<file path="src/rtl/ctrl_regseq.sv">
// Register-file command sequencer for one SRC output sample frame.
// Steps NSTAGES accumulate stages, then unloads the result and waits for the output handshake.
module ctrl_regseq #(
   parameter int WIDTH    = 3,
   parameter int NSTAGES  = 4,
   parameter int RES_BASE = 1,
   parameter int ERR_BASE = 6
) (
   input  logic             clk,
   input  logic             rst,
   input  logic             start,
   input  logic             abort,
   input  logic             calc_done,
   input  logic             uload_ack,
   output logic             en,
   output logic             rf_rw,
   output logic             res_err,
   output logic             get_reg,
   output logic [WIDTH-1:0] result_reg,
   output logic [WIDTH-1:0] error_reg,
   output logic [2:0]       stage,
   output logic             busy,
   output logic             frame_done
);

   typedef enum logic [2:0] {
      IDLE        = 3'd0,
      CALC_INIT   = 3'd1,
      WAIT_CALC   = 3'd2,
      LOAD_ERROR  = 3'd3,
      LOAD_RESULT = 3'd4,
      ULOAD       = 3'd5,
      WAIT_ACK    = 3'd6
   } state_t;

   localparam logic [WIDTH-1:0] RES_INIT   = WIDTH'(RES_BASE);
   localparam logic [WIDTH-1:0] ERR_A      = WIDTH'(ERR_BASE);
   localparam logic [WIDTH-1:0] ERR_B      = WIDTH'(ERR_BASE + 1);
   localparam logic [2:0]       LAST_STAGE = 3'(NSTAGES - 1);

   state_t           state_q, state_d;
   logic [WIDTH-1:0] res_d, err_d;
   logic [2:0]       stage_d;
   logic             done_d, en_d, rw_d, re_d, gr_d, busy_d;

   always_ff @(posedge clk) begin
      if (rst) begin
         state_q    <= IDLE;
         en         <= 1'b0;
         rf_rw      <= 1'b0;
         res_err    <= 1'b0;
         get_reg    <= 1'b0;
         result_reg <= RES_INIT;
         error_reg  <= ERR_A;
         stage      <= 3'd0;
         busy       <= 1'b0;
         frame_done <= 1'b0;
      end else begin
         state_q    <= state_d;
         en         <= en_d;
         rf_rw      <= rw_d;
         res_err    <= re_d;
         get_reg    <= gr_d;
         result_reg <= res_d;
         error_reg  <= err_d;
         stage      <= stage_d;
         busy       <= busy_d;
         frame_done <= done_d;
      end
   end

   always_comb begin
      state_d = state_q;
      res_d   = result_reg;
      err_d   = error_reg;
      stage_d = stage;
      done_d  = 1'b0;
      if (abort) begin
         state_d = IDLE;
      end else begin
         case (state_q)
            IDLE:       if (start) state_d = CALC_INIT;
            CALC_INIT:  state_d = WAIT_CALC;
            WAIT_CALC:  if (calc_done) state_d = LOAD_ERROR;
            LOAD_ERROR: state_d = LOAD_RESULT;
            LOAD_RESULT: begin
               if (stage == LAST_STAGE) begin
                  state_d = ULOAD;
               end else begin
                  // Error registers ping-pong so the next stage never overwrites the one just written.
                  res_d   = result_reg + WIDTH'(1);
                  err_d   = (error_reg == ERR_A) ? ERR_B : ERR_A;
                  stage_d = stage + 3'd1;
                  state_d = CALC_INIT;
               end
            end
            ULOAD:      state_d = WAIT_ACK;
            WAIT_ACK: begin
               if (uload_ack) begin
                  state_d = IDLE;
                  done_d  = 1'b1;
               end
            end
            default:    state_d = IDLE;
         endcase
      end
      if (state_d == IDLE) begin
         res_d   = RES_INIT;
         err_d   = ERR_A;
         stage_d = 3'd0;
      end
      // Command outputs are decoded from the next state so they are registered with it.
      en_d   = (state_d == CALC_INIT) || (state_d == LOAD_ERROR) ||
               (state_d == LOAD_RESULT) || (state_d == ULOAD);
      rw_d   = (state_d == CALC_INIT) || (state_d == ULOAD);
      re_d   = (state_d == LOAD_RESULT);
      gr_d   = (state_d == ULOAD);
      busy_d = (state_d != IDLE);
   end

endmodule
</file>
<file path="config.mk">
export PLATFORM = sky130hd
export DESIGN_NAME = ctrl_regseq
export DESIGN_NICKNAME = d
export VERILOG_FILES = /design/src/rtl/ctrl_regseq.sv
export SDC_FILE = /design/constraint.sdc
export NUM_CORES = 1
export LEC_CHECK = 0
export ABC_AREA = 1
export CAP_MARGIN = 30
export CORE_MARGIN = 5
export CORE_UTILIZATION = 45
export DETAILED_ROUTE_END_ITERATION = 7
export GPL_TIMING_DRIVEN = 0
export PLACE_DENSITY = 0.75
export SLEW_MARGIN = 40
export SYNTH_ARGS = -nofsm -noshare
export SYNTH_HDL_FRONTEND = slang
export SYNTH_SLANG_ARGS = --single-unit
export TNS_END_PERCENT = 100
</file>
<file path="constraint.sdc">
create_clock -name clk -period 4 [get_ports clk]
set_input_delay 0.4 -clock clk [delete_from_list [all_inputs] [get_ports clk]]
set_output_delay 0.4 -clock clk [all_outputs]
set_load 0.01 [all_outputs]
</file>
* Word level (Yosys, flattened, before mapping)
Index checks and enable logic that the tools add are counted.
Cells by class: add/sub/neg operators 2, multiply operators 0, div/mod/pow operators 0, $lt $le $gt $ge 0, equal/unequal tests 12, shift-type cells 0, multiplexer cells 8, bitwise operators 3, reduce and logical (&&, ||, !) cells 10
Operators by type and width (number):
- $pmux W3 S7 | 1
- $eq A3 B3 Y1 const B | 6
- $mux W3 | 5
- $eq A3 B2 Y1 const B | 4
- $add A3 B1 Y3 const B | 2
- $eq A3 B1 Y1 const B | 2
- $logic_not A3 Y1 | 2
- $logic_or A1 B1 Y1 | 4
- $not A1 Y1 | 3
- $reduce_and A3 Y1 | 1
- $reduce_bool A3 Y1 | 1
- $reduce_or A3 Y1 | 1
- $mux W1 | 2
- $reduce_or A2 Y1 | 1
Storage, ports and cells: register bits 18, latch bits 0, bits in writable memories 0, memory bits (read-only) 0, input port bits 6, output and inout port bits 15, memories 0

* Longest topological paths before layout
Gate-level depths: netlist of run 1.
depth after elaboration 8, gate-level depth with buffers 9, depth with buffers taken out 9

* Least setup slack after synthesis of run 1
No wires, ideal clock.
path type reg-to-reg, start point reg stage[0], end point reg error_reg[0], setup time 0.116 ns, arrival 1.364 ns, path slack 2.520 ns, stages on the path, launching flop included 9, period minus slack after synthesis 1.480 ns, cell sequence dfxtp_1 -> ha_1 -> ha_1 -> nor2_1 -> nand2_2 -> nand2_1 -> inv_1 -> nor2_1 -> a21oi_2
On the way: word-level cells in the longest chain between the ends 6, elaborated cells between the ends (all ways) 8, classes of those cells 1 x eq/ne; 3 x mux; 1 x bitwise; 3 x reduce/logical
RTL lines:
- start, declared | RTL line 21 | output logic [2:0] stage,
- start signal, assigned | RTL line 66 | stage <= stage_d;
- $eq A3 B2 Y1 * | RTL line 87 | if (stage == LAST_STAGE) begin
- $mux W3 | RTL line 87
- $pmux W3 S7 | RTL line 81 | case (state_q)
- $mux W3 | RTL line 78 | if (abort) begin
- $logic_not A3 Y1 | RTL line 107 | if (state_d == IDLE) begin
- $reduce_or A2 Y1 (no line)
- end signal, assigned | RTL line 65 | error_reg <= err_d;
- end, declared | RTL line 20 | output logic [WIDTH-1:0] error_reg,
Mark *: on every way between the ends. The rest lies on a longest branch, timed or not. A chain may end at the register's enable or synchronous reset.

* Worst setup path after layout of run 1
start point reg stage[0], end point out stage[0]
No word-level cell between the ends.

==> results of run 1 <==
-- cells in the final DEF, fill, tap and decap left out, types with 3 or more instances in the layout --
master            n
inv_1            14
a21oi_2           6
nor2_1           11
clkbuf_4          3
clkdlybuf4s50_1  18
nand3_1           5
dfxtp_1          16
nand2_2           7
nand2_1          25
ha_1              3
inv_2             3
-- worst max path at each step --
stage | to | slack [ns] | depth (start not counted)
final | stage[0] | 2.37 | 1
after global routing | error_reg[0] | 2.19 | 8
after CTS | result_reg[0] | 2.35 | 1
after detailed placement | stage[0] | 2.26 | 7
after global placement | stage[0] | 2.24 | 7
after floorplan | error_reg[0] | 2.52 | 8
-- worst min-delay path, cell delays in order (launching register included) --
cell and delay (ns):
dfxtp_1 0.38, xor2_1 0.08, nand2_1 0.05
-- metrics by stage --
step	cells	cell area, um^2	setup slack (ns)	hold slack [ns]
after global routing	153	1050	2.19	0.570
final	153	1050	2.37	0.540
after floorplan	106	803	2.52	0.502
after global placement	149	1010	2.24	0.504
after CTS	153	1050	2.35	0.553
after detailed placement	149	1010	2.26	0.527
-- layer usage --
layer / vias up / track usage [%]
met3: 5 / 4.58
met1: 285 / 15.2
li1: 360 / -
met2: 11 / 18.8
met5: - / 0
met4: 0 / 8.94
-- area by class of cell --
| type | count | area [um^2] |
|---|---|---|
| flip-flops and latches | 16 | 320 |
| clock buffers | 4 | 36.3 |
| repair buffers | 18 | 180 |
| multi-input cells | 69 | 387 |
| inverters | 18 | 70.1 |
| plain buffers | 3 | 26.3 |
| well taps | 25 | 31.3 |
| fillers | 155 | 657 |
-- where the power goes --
group / switching, mW / internal [mW] / total (mW)
clock: 0.0542 / 0.0555 / 0.110
combinational: 0.0147 / 0.0123 / 0.0270
sequential: 0.00139 / 0.161 / 0.163
-- cells by family after synthesis --
logic type	count (synthesis)	synth area share (%)
DFF	16	40.1
and+or+nand+nor	54	32.6
AOI/OAI and AO/OA	8	7.98
xor gates and xnor gates	2	2.19
other	1	0.469
buffers and inverters	21	12.0
adders and majority gates	3	4.70
==> insert_results.sql, run 1 <==
INSERT INTO impl_metrics (metric_group, metric, value, unit) VALUES
('worst_setup_path', 'worstPathMaxFanout', '4', ''),
('route', 'wl', '1.46', 'mm'),
('yosys', 'netlist_top_cells_count', 'nand2_1, dfxtp_1, inv_1', ''),
('yosys', 'synth-edff-count', '0', ''),
('floorplanning', 'fp.dieH', '52.2', 'um'),
('route', 'm1WireLength', '668', 'um'),
('route', 'drt.antenna.violating_nets', '0', ''),
('worst_setup_path', 'critical_path.reg2reg.startpoint', 'stage[0]', ''),
('yosys', 'ys_ff_latch', '16', ''),
('cells_and_area', 'layout-drive-gt1-share', '22.7', '%'),
('power_and_ir_drop', 'leakage', '0.494', 'nW'),
('floorplanning', 'std_cell_rows', '15', ''),
('cts', 'clk_root_buffer_cell', 'clkbuf_4', ''),
('cts', 'tritoncts', 'yes', ''),
('cts', 'ctsHtreeMaxLevel', '1', ''),
('yosys', 'synth_sequential_area_ratio', '40.1', '%'),
('cells_and_area', 'fin_nets', '138', ''),
('cts', 'tritoncts_num_sinks', '16', ''),
('yosys', 'synth.distinct_cells', '21', ''),
('job', 'cap_viol_max_count', '0', ''),
('yosys', 'synth.most_common_cell', 'nand2_1', ''),
('sta', 'timing.clock.skew', '0.00284', 'ns'),
('worst_setup_path', 'critical_path_required', '3.60', 'ns'),
('route', 'wire_per_inst', '9.57', 'um'),
('worst_setup_path', 'worst_setup_path_start_kind', 'flip-flop', ''),
('route', 'vias_per_cell', '4.32', ''),
('worst_hold_path', 'min_path_type', 'reg2reg', ''),
('sta', 'setup_total_negative_slack', '0', 'ns'),
('power_and_ir_drop', 'ir_worst_vdd', '0.213', 'mV'),
('sta', 'achievable_frequency', '614', 'MHz'),
('cells_and_area', 'diodes', '0', ''),
('sta', 'unrepaired_setup_endpoints_after_global_routing', 'no', ''),
('worst_setup_path', 'critical_path.cell_chain', 'clkdlybuf4s50_1', ''),
('cts', 'cts.reportedPaths.clkPinSlew', '0.10', 'ns'),
('placed_design', 'hpwl_after_detailed_placement', '1.13', 'mm'),
('worst_setup_path', 'timing.reg2reg.worst_path_depth', '8', ''),
('worst_setup_path', 'worst-r2r-setup-slack', '2.37', 'ns'),
('yosys', 'yosys.area.top_type_share', '40.1', '%'),
('global_route', 'antenna_violations_before_repair', '0', ''),
('worst_setup_path', 'critical_path_origin', 'stage[0]', ''),
('sta', 'setup-violations-final', '0', ''),
('run_status', 'outcome', 'completed', ''),
('worst_setup_path', 'critical_path.top_delay_family', 'buffers and inverters', ''),
('worst_hold_path', 'hold_path.startpoint', 'result_reg[0]', ''),
('yosys', 'synth_largest_area_cell', 'dfxtp_1', ''),
('route', 'drt_first_iter_violations', '7', ''),
('cts', 'max-clock-path-buffers', '2', ''),
('yosys', 'mean_syn_cell_area', '7.61', 'um^2'),
('route', 'number_of_detailed_routing_iterations_run_before_antenna_repair', '4', ''),
('route', 'top_layer_used', 'met4', ''),
('worst_setup_path', 'cp.arrival', '1.23', 'ns'),
('sta', 'finalHoldViolCount', '0', ''),
('cts', 'insertion_delay', '0.29', 'ns'),
('worst_hold_path', 'min_to', 'result_reg[0]', ''),
('global_route', 'maximum_number_of_pins_on_one_net_before_global_route_repair', '11', ''),
('global_route', 'first_global_vias', '612', ''),
('placed_design', 'gpl.final_weighted_congestion', '0.853', ''),
('floorplanning', 'dieWidth', '52.2', 'um'),
('yosys', 'synth_cells', '105', ''),
('yosys', 'synth.yosys.warnings', '0', ''),
('global_route', 'grt.total_usage', '12.8', '%'),
('sta', 'timing.final.crit_share', '40.7', '%'),
('cts', 'cts.hold.buffers_added', '0', ''),
('yosys', 'synth_ff_type', 'dfxtp_1', ''),
('yosys', 'synth_async_reset_ratio', '0', '%'),
('worst_setup_path', 'worst-path-buf-inv', '1', ''),
('cts', 'total_setup_buffers_inserted_after_cts', '0', ''),
('worst_hold_path', 'timing.hold.worst_path_depth', '2', ''),
('worst_setup_path', 'worst_r2r_endpoint', 'stage[0]', ''),
('sta', 'final_period_minus_worst_setup_slack', '1.63', 'ns'),
('placed_design', 'placement.io_buffers', '18', '');
Power figures use the tool's default switching activity.
==> run 2, diff against run 1 <==
- clock period: 4 -> 1.5 ns (I/O delays scaled with it)
==> run 2 against run 1 <==
Routed wire length is 1.4% higher. Cell count grew 0.65%. Register-to-register slack got worse by 2.3 ns. Highest routed layer unchanged.
==> insert_results.sql, run 2 (synthesis results as in run 1) <==
INSERT INTO impl_metrics (metric_group, metric, value, unit) VALUES
('sta', 'timing.clock.skew', '0.00375', 'ns'),
('cells_and_area', 'layout_common_cells', 'nand2_1, clkdlybuf4s50_1, dfxtp_1, inv_1, nor2_1', ''),
('floorplanning', 'die-area', '2720', 'um^2'),
('worst_setup_path', 'critical_path.cell_chain', 'ha_1, ha_1, nand3_1, nand3_2, nand2_2, buf_6, o22ai_1', ''),
('worst_setup_path', 'timing.reg2reg.worst_path_depth', '7', ''),
('cells_and_area', 'syn2layout_area_growth', '34.0', '%'),
('placed_design', 'placement.io_buffers', '18', ''),
('cells_and_area', 'multi_input_comb_area', '399', 'um^2'),
('power_and_ir_drop', 'leakage', '0.508', 'nW'),
('worst_setup_path', 'worst_setup_path_start_kind', 'flip-flop', ''),
('global_route', 'grt.total_usage', '12.8', '%'),
('sta', 'setup_total_negative_slack', '0', 'ns'),
('cts', 'insertion_delay', '0.29', 'ns'),
('global_route', 'maximum_number_of_pins_on_one_net_before_global_route_repair', '11', ''),
('floorplanning', 'std_cell_rows', '15', ''),
('route', 'wire_per_inst', '9.64', 'um'),
('placed_design', 'gpl.final_weighted_congestion', '0.853', ''),
('cts', 'tritoncts_num_sinks', '16', ''),
('global_route', 'first_global_vias', '609', ''),
('route', 'vias_per_cell', '4.40', ''),
('worst_hold_path', 'min_path_type', 'in2reg', ''),
('placed_design', 'area_post_placement', '1010', 'um^2'),
('worst_setup_path', 'worstPathMaxFanout', '10', ''),
('floorplanning', 'area_inside_the_core_boundary', '1710', 'um^2'),
('power_and_ir_drop', 'power_per_unit_of_standard_cell_area', '751', 'nW/um^2'),
('floorplanning', 'floorplan.initialDensity', '46.8', '%'),
('sta', 'final-max-slew-violation-count', '0', ''),
('floorplanning', 'ioPinCount', '21', ''),
('cts', 'tritoncts.num_buffers', '3', ''),
('power_and_ir_drop', 'power', '0.804', 'mW'),
('route', 'via_count', '678', ''),
('placed_design', 'numPlacedInstances', '149', ''),
('worst_hold_path', 'timing.hold.worst_path_depth', '3', ''),
('worst_setup_path', 'slowest_stage', 'dfxtp_1', ''),
('sta', 'setup_slack', '0.0963', 'ns'),
('cells_and_area', 'layout.cells.most_common', 'nand2_1', ''),
('cells_and_area', 'layoutNonFillerInstCount', '154', ''),
('global_route', 'grt-ovfl-total', '0', ''),
('job', 'cap_viol_max_count', '0', ''),
('global_route', 'grt_pass1_wl', '2.48', 'mm'),
('sta', 'hold_ws', '0.487', 'ns'),
('worst_setup_path', 'critPathKind', 'reg2reg', ''),
('cts', 'clk_root_buffer_cell', 'clkbuf_4', ''),
('floorplanning', 'fp.dieH', '52.2', 'um'),
('route', 'wl', '1.49', 'mm'),
('cells_and_area', 'diodes', '0', ''),
('worst_setup_path', 'critical_path.top_delay_family', 'adder cells', ''),
('sta', 'timing.final.crit_share', '93.6', '%'),
('route', 'drt_drc_violations_left', '0', ''),
('route', 'drt.antenna.violating_nets', '0', ''),
('sta', 'achievable_frequency', '712', 'MHz'),
('route', 'drt_first_iter_violations', '6', ''),
('cts', 'tritoncts', 'yes', ''),
('worst_setup_path', 'crit_path_end_kind', 'flip-flop', ''),
('worst_setup_path', 'path_depth', '7', ''),
('worst_setup_path', 'slowest_delay', '0.35', 'ns'),
('worst_setup_path', 'cp.arrival', '1.58', 'ns'),
('sta', 'setup-violations-final', '0', ''),
('cells_and_area', 'area_taken_by_flip_flops_and_latches', '320', 'um^2'),
('cells_and_area', 'layout-drive-gt1-share', '24.0', '%'),
('placed_design', 'detailedPlace.worstSlack', '-0.0907', 'ns'),
('cells_and_area', 'fin_nets', '139', ''),
('run_status', 'outcome', 'completed', ''),
('placed_design', 'hpwl_after_detailed_placement', '1.13', 'mm'),
('worst_setup_path', 'worst-path-buf-inv', '1', ''),
('global_route', 'antenna_violations_before_repair', '0', ''),
('cells_and_area', 'fillerInstances', '152', ''),
('worst_setup_path', 'worst_path_most_repeated_cell', 'ha_1', ''),
('worst_setup_path', 'worst-r2r-setup-slack', '0.1', 'ns'),
('sta', 'finalHoldViolCount', '0', ''),
('cells_and_area', 'finalCoreUtilization', '62.7', '%'),
('cts', 'ctsHtreeMaxLevel', '1', ''),
('floorplanning', 'dieWidth', '52.2', 'um'),
('worst_setup_path', 'critical_path_required', '1.68', 'ns'),
('sta', 'final_period_minus_worst_setup_slack', '1.40', 'ns'),
('cts', 'cts.reportedPaths.clkPinSlew', '0.10', 'ns'),
('route', 'number_of_detailed_routing_iterations_run_before_antenna_repair', '4', ''),
('power_and_ir_drop', 'ir_worst_vdd', '0.568', 'mV'),
('cells_and_area', 'postLayoutCellArea', '1070', 'um^2'),
('cts', 'max-clock-path-buffers', '2', ''),
('sta', 'unrepaired_setup_endpoints_after_global_routing', 'no', '');
==> run 2: final cells by class <==
cell class              instances  area share (%)
repair buffers                 19            17.5
inverters                      18            6.54
flip-flops and latches         16            29.9
multi-input cells              69            37.3
plain buffers                   3            2.45
clock buffers                   4            3.39
well taps                      25            2.92
==> run 2: worst reg2reg max path, cell delays in order (launching register included) <==
cell and delay, ns:
dfxtp_1 0.35, ha_1 0.20, ha_1 0.22, nand3_1 0.11
nand3_2 0.08, nand2_2 0.09, buf_6 0.16, o22ai_1 0.09
==> run 2: routing by layer <==
layer	GRT usage (%)	wire length, um	up-vias
li1	-	-	365
met1	15.1	675	294
met2	19.0	662	14
met3	4.58	94	5
met4	8.94	53	0
met5	0	0	-
==> run 2: where the power goes <==
part / internal (mW) / leakage (nW) / total (mW) / switching (mW)
logic: 0.0354 / 0.358 / 0.0763 / 0.0409
clock network: 0.148 / 0.0210 / 0.294 / 0.146
registers: 0.431 / 0.129 / 0.434 / 0.00371
==> run 2: final timing paths <==
kind                               startpoint             to
worst max-delay path                 stage[0]             en
worst min-delay path                uload_ack     frame_done
worst max register to register       stage[0]             en
worst min register to register  result_reg[0]  result_reg[0]
==> run 2: repair_timing <==
item                                    in CTS  in global routing
pin swaps                                    0                  1
setup buffers                                0                  1
resized for setup                            2                  1
hold buffers                                 0                  0
hold endpoints to repair                     0                  0
cloned                                       0                  0
endpoints found under the setup margin       7                  7
